$ cat src/rtl/care_input_pkg.sv
// Shared definitions for the care_input front end and the stat block it feeds.
// Action indices double as bit positions on the action bus.
package care_input_pkg;

   localparam int ACT_FEED  = 0;
   localparam int ACT_PLAY  = 1;
   localparam int ACT_HEAL  = 2;
   localparam int ACT_CLEAN = 3;
   localparam int ACT_SLEEP = 4;
   localparam int ACT_CHAT  = 5;

   localparam int NUM_ACTIONS_DEFAULT = 6;

   localparam logic [15:0] LFSR_MASK = 16'hB400;

   typedef enum logic [1:0] {
      BROWSE   = 2'd0,
      FIRE     = 2'd1,
      COOLDOWN = 2'd2
   } state_t;

   // Galois right shift: the feedback taps are applied when the bit shifted out is 1.
   function automatic logic [15:0] lfsrStep(input logic [15:0] value);
      return (value >> 1) ^ (value[0] ? LFSR_MASK : 16'h0000);
   endfunction

endpackage

$ cat src/rtl/care_input_if.sv
// Button inputs and navigation/action outputs of the care_input front end.
// The master side owns the raw buttons; the slave side is the front end itself.
interface care_input_if;

   logic       btn_next;
   logic       btn_select;
   logic [7:0] actions;
   logic [2:0] random;
   logic [2:0] menu_sel;
   logic       busy;

   modport master (
      output btn_next,
      output btn_select,
      input  actions,
      input  random,
      input  menu_sel,
      input  busy
   );

   modport slave (
      input  btn_next,
      input  btn_select,
      output actions,
      output random,
      output menu_sel,
      output busy
   );

endinterface

$ cat src/rtl/care_input_button_debounce.sv
// Two-flop synchroniser, stability counter and registered rising-edge pulse
// for one raw push-button.
module button_debounce #(
   parameter int DEBOUNCE_CYCLES = 270000
) (
   input  logic clk,
   input  logic reset,
   input  logic i_btn,
   output logic o_press
);

   localparam int CNT_W = (DEBOUNCE_CYCLES > 1) ? $clog2(DEBOUNCE_CYCLES) : 1;
   localparam logic [CNT_W-1:0] CNT_MAX = CNT_W'(DEBOUNCE_CYCLES - 1);

   logic             r_sync1;
   logic             r_sync2;
   logic             r_stable;
   logic             r_stableDly;
   logic             r_press;
   logic [CNT_W-1:0] r_count;

   // The stable level only flips after DEBOUNCE_CYCLES consecutive disagreeing samples.
   always_ff @(posedge clk) begin
      if (reset) begin
         r_sync1     <= 1'b0;
         r_sync2     <= 1'b0;
         r_stable    <= 1'b0;
         r_stableDly <= 1'b0;
         r_press     <= 1'b0;
         r_count     <= '0;
      end else begin
         r_sync1     <= i_btn;
         r_sync2     <= r_sync1;
         r_stableDly <= r_stable;
         r_press     <= r_stable & ~r_stableDly;
         if (r_sync2 == r_stable) begin
            r_count <= '0;
         end else if (r_count == CNT_MAX) begin
            r_stable <= ~r_stable;
            r_count  <= '0;
         end else begin
            r_count <= r_count + 1'b1;
         end
      end
   end

   assign o_press = r_press;

endmodule

$ cat src/rtl/care_input.sv
// Menu front end: debounced next/select navigation, one-cycle action pulses
// with a select cooldown, and the LFSR that picks which stat decays.
module care_input
   import care_input_pkg::*;
#(
   parameter int          DEBOUNCE_CYCLES = 270000,
   parameter int          COOLDOWN_CYCLES = 13500000,
   parameter int          NUM_ACTIONS     = NUM_ACTIONS_DEFAULT,
   parameter logic [15:0] LFSR_SEED       = 16'hACE1
) (
   input  logic         clk,
   input  logic         reset,
   care_input_if.slave  bus
);

   localparam int COOL_W = (COOLDOWN_CYCLES > 1) ? $clog2(COOLDOWN_CYCLES) : 1;
   localparam logic [COOL_W-1:0] COOL_LOAD = COOL_W'(COOLDOWN_CYCLES - 1);
   localparam logic [2:0] MENU_LAST = 3'(NUM_ACTIONS - 1);

   logic              w_nextPress;
   logic              w_selPress;
   logic [2:0]        w_menuNext;
   logic [15:0]       w_lfsrNext;

   state_t            r_state;
   logic [2:0]        r_menuSel;
   logic [7:0]        r_actions;
   logic              r_busy;
   logic [COOL_W-1:0] r_cool;
   logic [15:0]       r_lfsr;
   logic [2:0]        r_random;

   button_debounce #(
      .DEBOUNCE_CYCLES(DEBOUNCE_CYCLES)
   ) u_nextDebounce (
      .clk     (clk),
      .reset   (reset),
      .i_btn   (bus.btn_next),
      .o_press (w_nextPress)
   );

   button_debounce #(
      .DEBOUNCE_CYCLES(DEBOUNCE_CYCLES)
   ) u_selDebounce (
      .clk     (clk),
      .reset   (reset),
      .i_btn   (bus.btn_select),
      .o_press (w_selPress)
   );

   assign w_menuNext = (r_menuSel == MENU_LAST) ? 3'd0 : r_menuSel + 3'd1;

   // Select takes priority over next in BROWSE; in COOLDOWN select presses are simply lost.
   always_ff @(posedge clk) begin
      if (reset) begin
         r_state   <= BROWSE;
         r_menuSel <= 3'd0;
         r_actions <= 8'h00;
         r_busy    <= 1'b0;
         r_cool    <= '0;
      end else begin
         r_actions <= 8'h00;
         unique case (r_state)
            BROWSE: begin
               if (w_selPress) begin
                  r_state   <= FIRE;
                  r_actions <= 8'h01 << r_menuSel;
                  r_busy    <= 1'b1;
               end else if (w_nextPress) begin
                  r_menuSel <= w_menuNext;
               end
            end
            FIRE: begin
               r_state <= COOLDOWN;
               r_cool  <= COOL_LOAD;
               r_busy  <= 1'b1;
            end
            COOLDOWN: begin
               if (w_nextPress) begin
                  r_menuSel <= w_menuNext;
               end
               if (r_cool == '0) begin
                  r_state <= BROWSE;
                  r_busy  <= 1'b0;
               end else begin
                  r_cool <= r_cool - 1'b1;
               end
            end
            default: begin
               r_state <= BROWSE;
               r_busy  <= 1'b0;
            end
         endcase
      end
   end

   assign w_lfsrNext = lfsrStep(r_lfsr);

   // random is taken from the next LFSR value so it always mirrors the register's low bits.
   always_ff @(posedge clk) begin
      if (reset) begin
         r_lfsr   <= LFSR_SEED;
         r_random <= LFSR_SEED[2:0];
      end else begin
         r_lfsr   <= w_lfsrNext;
         r_random <= w_lfsrNext[2:0];
      end
   end

   assign bus.actions  = r_actions;
   assign bus.random   = r_random;
   assign bus.menu_sel = r_menuSel;
   assign bus.busy     = r_busy;

endmodule

$ cat src/flat_wrapper.sv
// flat-port wrapper written by rule: the top's interface ports become plain ports
module care_input_flat import care_input_pkg::*;
#(
   parameter int          DEBOUNCE_CYCLES = 270000,
   parameter int          COOLDOWN_CYCLES = 13500000,
   parameter int          NUM_ACTIONS     = NUM_ACTIONS_DEFAULT,
   parameter logic [15:0] LFSR_SEED       = 16'hACE1
)
  (clk, reset, bus_btn_next, bus_btn_select, bus_actions, bus_random, bus_menu_sel, bus_busy);
  care_input_if bus_i ();
  input  logic clk;
  input  logic reset;
  input wire logic [$bits(bus_i.btn_next)-1:0] bus_btn_next;
  input wire logic [$bits(bus_i.btn_select)-1:0] bus_btn_select;
  output wire logic [$bits(bus_i.actions)-1:0] bus_actions;
  output wire logic [$bits(bus_i.random)-1:0] bus_random;
  output wire logic [$bits(bus_i.menu_sel)-1:0] bus_menu_sel;
  output wire logic [$bits(bus_i.busy)-1:0] bus_busy;
  assign bus_i.btn_next = bus_btn_next;
  assign bus_i.btn_select = bus_btn_select;
  assign bus_actions = bus_i.actions;
  assign bus_random = bus_i.random;
  assign bus_menu_sel = bus_i.menu_sel;
  assign bus_busy = bus_i.busy;
  care_input #(.DEBOUNCE_CYCLES(DEBOUNCE_CYCLES), .COOLDOWN_CYCLES(COOLDOWN_CYCLES), .NUM_ACTIONS(NUM_ACTIONS), .LFSR_SEED(LFSR_SEED)) u_core (.clk(clk), .reset(reset), .bus(bus_i));
endmodule
$ cat config.mk
export PLATFORM = sky130hd
export DESIGN_NAME = care_input_flat
export DESIGN_NICKNAME = d
export VERILOG_FILES = /design/src/rtl/care_input_pkg.sv /design/src/rtl/care_input_if.sv /design/src/rtl/care_input_button_debounce.sv /design/src/rtl/care_input.sv /design/src/flat_wrapper.sv
export SDC_FILE = /design/constraint.sdc
export NUM_CORES = 1
export LEC_CHECK = 0
export ABC_AREA = 1
export BUFFER_PORTS_ARGS = -buffer_cell sky130_fd_sc_hd__clkbuf_2
export CAP_MARGIN = 40
export CORE_UTILIZATION = 45
export CTS_BUF_LIST = sky130_fd_sc_hd__clkbuf_4 sky130_fd_sc_hd__clkbuf_8
export DETAILED_ROUTE_END_ITERATION = 6
export HOLD_SLACK_MARGIN = 0.12
export PLACE_DENSITY_LB_ADDON = 0.15
export SYNTH_ARGS = -nofsm -noshare
export SYNTH_HDL_FRONTEND = slang
export SYNTH_SLANG_ARGS = --single-unit
export TNS_END_PERCENT = 50
$ cat constraint.sdc
create_clock -name clk -period 2.54 [get_ports clk]
set_clock_uncertainty 0.15 [all_clocks]
set_input_delay 0.254 -clock clk [delete_from_list [all_inputs] [get_ports clk]]
set_output_delay 0.254 -clock clk [all_outputs]
set_load 0.02 [all_outputs]
Yosys cells after proc, flatten, opt, wreduce, memory -nomap -nowiden

Cells that the tools add are included.

Shifts and indexed selects: 1
Reductions and logical operators: 12
Eq/ne operators: 11
Add/sub/neg operators: 4
Bitwise operators: 11
Muxes and demuxes: 13

Operator list:

| kind                  | number |
|---|---|
| $pmux 24 s2           | 1 |
| $add 19x1->19 const B | 2 |
| $eq 19x19->1 const B  | 2 |
| $logic_not 24->1      | 1 |
| $mux 24               | 1 |
| $sub 24x1->24 const B | 1 |
| $mux 16               | 1 |
| $xor 15x16->16        | 1 |
| $reduce_and 2->1      | 5 |
| $mux 3                | 3 |
| $reduce_or 3->1       | 3 |
| $not 1->1             | 8 |
| $shl 1x3->8 const A   | 1 |
| $ne 2x2->1 const B    | 3 |
| $pmux 2 s3            | 1 |
| $pmux 3 s2            | 1 |
| $mux 2                | 2 |
| $reduce_bool 2->1     | 2 |
| $add 3x1->3 const B   | 1 |
| $eq 3x3->1 const B    | 1 |
| $pmux 1 s3            | 1 |
| $and 1x1->1           | 2 |
| $eq 1x1->1            | 2 |
| $eq 2x1->1 const B    | 1 |
| other kinds (4)       | 5 |

Input port bits: 4
Output and inout port bits: 15
Register bits: 105
Logic and storage cells: 71

Logic depth before layout (Yosys ltp)

Depth after elaboration: 5
Gate-level depth with buffers: 11
Depth with buffers taken out: 11

By module

A second synthesis with hierarchy kept.

Cells, all modules: 660
Area, all modules: 4753.3 µm²

By module, submodules not included:

| module          | times used | seq. area each (µm²) | area an instance (µm²) | cells an instance |
|---|---|---|---|---|
| care_input      | 1          | 1081.0               | 2533.7                 | 354 |
| button_debounce | 2          | 480.5                | 1109.8                 | 153 |

Worst setup path after synthesis

OpenSTA, ideal clock, no wires.

Path type: register to register
Start: reg u_core.u_nextDebounce.r_count[0]
End: reg u_core.u_nextDebounce.r_count[12]
Arrival: 1.505 ns
Cell stages (with the launch flop): 11
Period minus slack after synthesis: 1.770 ns
Buffers on the path: 1
Library setup time: 0.115 ns
Slack: 0.770 ns
Required time: 2.275 ns
Cells stage by stage: dfxtp_1 > ha_1 > nand2_2 > inv_2 > nand2_2 > or2_4 > nor2_4 > nand2_2 > nand2_4 > buf_12 > nor2_2

Cells in the longest elaborated chain, start to end: 2
Elaborated cells between the ends (all ways): 3
Classes of those cells: 1 x add/sub; 1 x eq/ne; 1 x reduce/logical

Ends and longest elaborated chain:

| element                                               | line                             | source |
|---|---|---|
| from (decl)                                           | care_input_button_debounce.sv:20 | `logic [CNT_W-1:0] r_count;` |
| from (signal assigned)                                | care_input_button_debounce.sv:42 | `r_count <= r_count + 1'b1;` |
| branches (longest 2 deep; another with $add 19x1->19) | n/a                              |  |

Several ways; the timed one is not identified.
A chain may end at the register's enable or synchronous reset.

Worst setup path after layout

Start: reg u_core.r_cool[8]
End: reg u_core.r_cool[1]

Cells in the longest elaborated chain, start to end: 3

Ends and longest elaborated chain:

| element                    | line             | source |
|---|---|---|
| from (decl)                | care_input.sv:29 | `logic [COOL_W-1:0] r_cool;` |
| from (signal assigned)     | care_input.sv:86 | `r_cool <= r_cool - 1'b1;` |
| $logic_not 24->1           | care_input.sv:82 | `if (r_cool == '0) begin` |
| $ne 2x2->1 (no line)       | n/a              |  |
| $reduce_and 2->1 (no line) | n/a              |  |

No other way between the ends.

==> run_results.csv <==
group,metric,value,unit
outcome,status,"completed",
setup_path,reg2reg_slack,0.45,ns
grt,grt_busiest_layer,"met2",
yosys,syn_nets,656,
routing,drt_iter0_drc,188,
setup_path,crit_path_start,"u_core.r_cool[8]",
worst_hold_path,hold_path.class,"primary input to register",
finish,area_growth,8.60,%
yosys,yosysMostFrequentCell,"nand2_1",
yosys,synth-edff-count,0,
die,pin_count,19,
clocking,cts_tree,"done",
placement,place_area,4860,sq um
sta,fin_crit,2.09,ns
routing,vias,3994,
setup_path,required,2.67,ns
sta,fin_setup_tns,0,ns
setup_path,r2r_end,"u_core.r_cool[1]",
grt,grt.overflow.total,0,
yosys,ys_top_cells_by_count,"131 x nand2_1, 104 x nor2_1, 102 x dfxtp_1",
yosys,synthTopCellsByArea,"dfxtp_1 43%, nand2_1 10%, nor2_1 8.3%",
sta,rsz0062_at_grt,"false",
sta,period_share,0.824,
clocking,clkLatencyLatePin,0.37,ns
grt,grt_pass1_vias,3802,
yosys,synth_cells,648,
grt,grt_max_degree,46,
placement,port_buffers,18,
yosys,avgSynthCellArea,7.25,sq um
yosys,synth_top_cell_by_area,"dfxtp_1",
grt,grt_pass1_wl,16400,um
setup_path,reg2reg_depth,10,
routing,wl_per_cell,11.6,um
routing,vias_per_cell,4.98,
power_and_ir_drop,peakVddDrop,0.000564,V
clocking,cts_max_level,3,
die,core,9950,sq um
worst_hold_path,holdPathStages,3,
clocking,cts_made_buffers,9,
finish,final_area,5100,sq um
finish,n_antenna_cell,0,
clocking,cts_root_buf,"clkbuf_8",
grt,track_usage,0.184,
grt,antenna_found_initial,0,
setup_path,reg2reg_from,"u_core.r_cool[8]",
power_and_ir_drop,p_leak,2.05,nW
grt,met3_usage,0.0451,
yosys,ys_ff_latch,102,
yosys,yosys_warnings,0,
sta,fmax,478,MHz
setup_path,critPathArrivalTime,2.22,ns
sta,drv_slew,0,
yosys,synth_area,4700,sq um
yosys,async_flop_share,0,
routing,antenna_left,0,
die,die_w,104,um
yosys,ys_seq_area_frac,0.435,
routing,drtPass1Iterations,4,
sta,setup_viol,0,
flow_run,drv_cap,0,
setup_path,critPathCapture,"u_core.r_cool[1]",
grt,met1_usage,0.227,
setup_path,worst_setup_path_end_kind,"register",
setup_path,cp-start-kind,"register",
clocking,cts_max_path_buffers,2,
routing,wirelength,9290,um
yosys,netlist-cell-type-count,36,
yosys,synth_top_flop_cell,"dfxtp_1",
die,initial_core_util,0.472,
placement,dpl.hpwl,6500,um
power_and_ir_drop,p_per_area,550,nW/um^2
placement,routabilityCongestion,0.820,
setup_path,cp_max_fo,25,
finish,fin_nets,672,
die,chipHeight,104,um
clocking,clock_sinks,102,
yosys,synth_top_area_frac,0.435,
die,num_rows,36,
sta,report.final.hold_viol_count,0,
routing,drc,0,
finish,layout-drive-gt1-share,0.120,
sta,worst_slew_pin_slew,0.504,ns
clocking,clk_pin_slew,0.09,ns
setup_path,crit_type,"register to register",
grt,use_met2,0.305,
sta,slew_headroom,0.661,
die,die-area,10900,sq um
## flip-flops by register name (all words and copies together) (netlist names)
register / cells
u_core.bus.menu_sel: 3
u_core.u_selDebounce.r_sync1: 1
u_core.u_nextDebounce.o_press: 1
u_core.u_nextDebounce.r_count: 19
u_core.u_nextDebounce.r_sync1: 1
u_core.u_selDebounce.r_stableDly: 1
u_core.u_selDebounce.r_stable: 1
u_core.bus.busy: 1
u_core.u_nextDebounce.r_stable: 1
u_core.u_selDebounce.r_count: 19
u_core.u_selDebounce.o_press: 1
u_core.r_lfsr: 16
u_core.r_cool: 24
u_core.bus.actions: 8
u_core.u_nextDebounce.r_stableDly: 1
u_core.r_state: 2
u_core.u_nextDebounce.r_sync2: 1
u_core.u_selDebounce.r_sync2: 1
## metrics by stage
| stage | util | hold WS [ns] | power, mW | setup WS, ns | instances |
|---|---|---|---|---|---|
| floorplan | - | 0.211 | 1.71 | 0.770 | 648 |
| global placement | 0.488 | 0.233 | 1.72 | 0.505 | 784 |
| detailed placement | 0.488 | 0.235 | 1.72 | 0.454 | 784 |
| CTS | 0.512 | 0.131 | 2.86 | 0.442 | 802 |
| global route | 0.512 | 0.174 | 2.92 | 0.202 | 802 |
| finish | 0.512 | 0.134 | 2.81 | 0.448 | 802 |
## layout make-up
class	count	area, sq um
well taps	133	166
clock buffers	11	139
fillers	986	4850
inverters	62	233
repair buffers	23	133
multi-input cells	466	2310
clock inverters	5	81.3
flip-flops and latches	102	2040
## power breakdown
| group | switching (mW) | internal [mW] | total (mW) |
|---|---|---|---|
| logic | 0.0360 | 0.0193 | 0.0553 |
| registers | 0.00821 | 1.62 | 1.63 |
| clock network | 0.546 | 0.579 | 1.13 |
| total | 0.590 | 2.22 | 2.81 |
## how the worst min path moves through the flow
| stage | startpoint | end | slack [ns] |
|---|---|---|---|
| after floorplan | bus_btn_next | u_core.u_nextDebounce.r_sync1 | 0.21 |
| after global placement | u_core.u_selDebounce.r_stableDly | u_core.u_selDebounce.o_press | 0.23 |
| after detailed placement | u_core.u_selDebounce.r_stableDly | u_core.u_selDebounce.o_press | 0.24 |
| after CTS | reset | u_core.r_lfsr[15] | 0.13 |
| after global routing | reset | u_core.r_lfsr[15] | 0.17 |
| final | reset | u_core.r_lfsr[15] | 0.13 |
## cell families after synthesis
| group | Yosys count | share of synthesized area |
|---|---|---|
| compound gates | 59 | 0.0653 |
| flops | 102 | 0.435 |
| buf+inv | 80 | 0.0741 |
| xor+xnor | 18 | 0.0336 |
| simple gates | 385 | 0.382 |
| fa+ha+maj | 4 | 0.0107 |
## what timing repair did
action                                  4_1_cts  5_1_grt
setup buffers                                 0        0
endpoints found under the setup margin        0        0
gates resized for setup                       0        0
hold buffers                                  2        0
endpoints found under the hold margin         2        0
## metal layers
layer | wire [um] | vias up
li1 | - | 2114
met1 | 4530 | 1808
met2 | 4260 | 63
met3 | 343 | 9
met4 | 154 | 0
met5 | 0 | -
## placed cells by master, fill, tap and decap left out, drive strengths merged
cell type    synthesis  routed
o21ai               13      13
or2                 15      15
xor2                10      10
o311a                1       1
bufinv               0       2
xnor2                8       8
nor4                 4       4
nand3b               6       6
inv                 62      63
clkbuf               8      29
ha                   4       4
clkinvlp             0       1
o32ai                1       1
dfxtp              102     102
clkinv               0       1
nand2              140     140
buf                 10       3
nand4               16      16
a21oi               43      43
nor3b                4       4
nor2               120     120
nand3               62      62
o21a                 1       1
dlygate4sd3          0       2
nor3                17      17
or3                  1       1
## critical path, cell delays in order (launching register included)
cell,delay (ns)
dfxtp_1,0.35
nor2_1,0.20
nand2_1,0.11
nor2_2,0.15
nand3_2,0.11
nand2_4,0.24
nand2_2,0.33
inv_1,0.16
nor2_1,0.06
nand2_1,0.08
nand2_1,0.04
No activity file was read; power rests on OpenSTA's default activity.
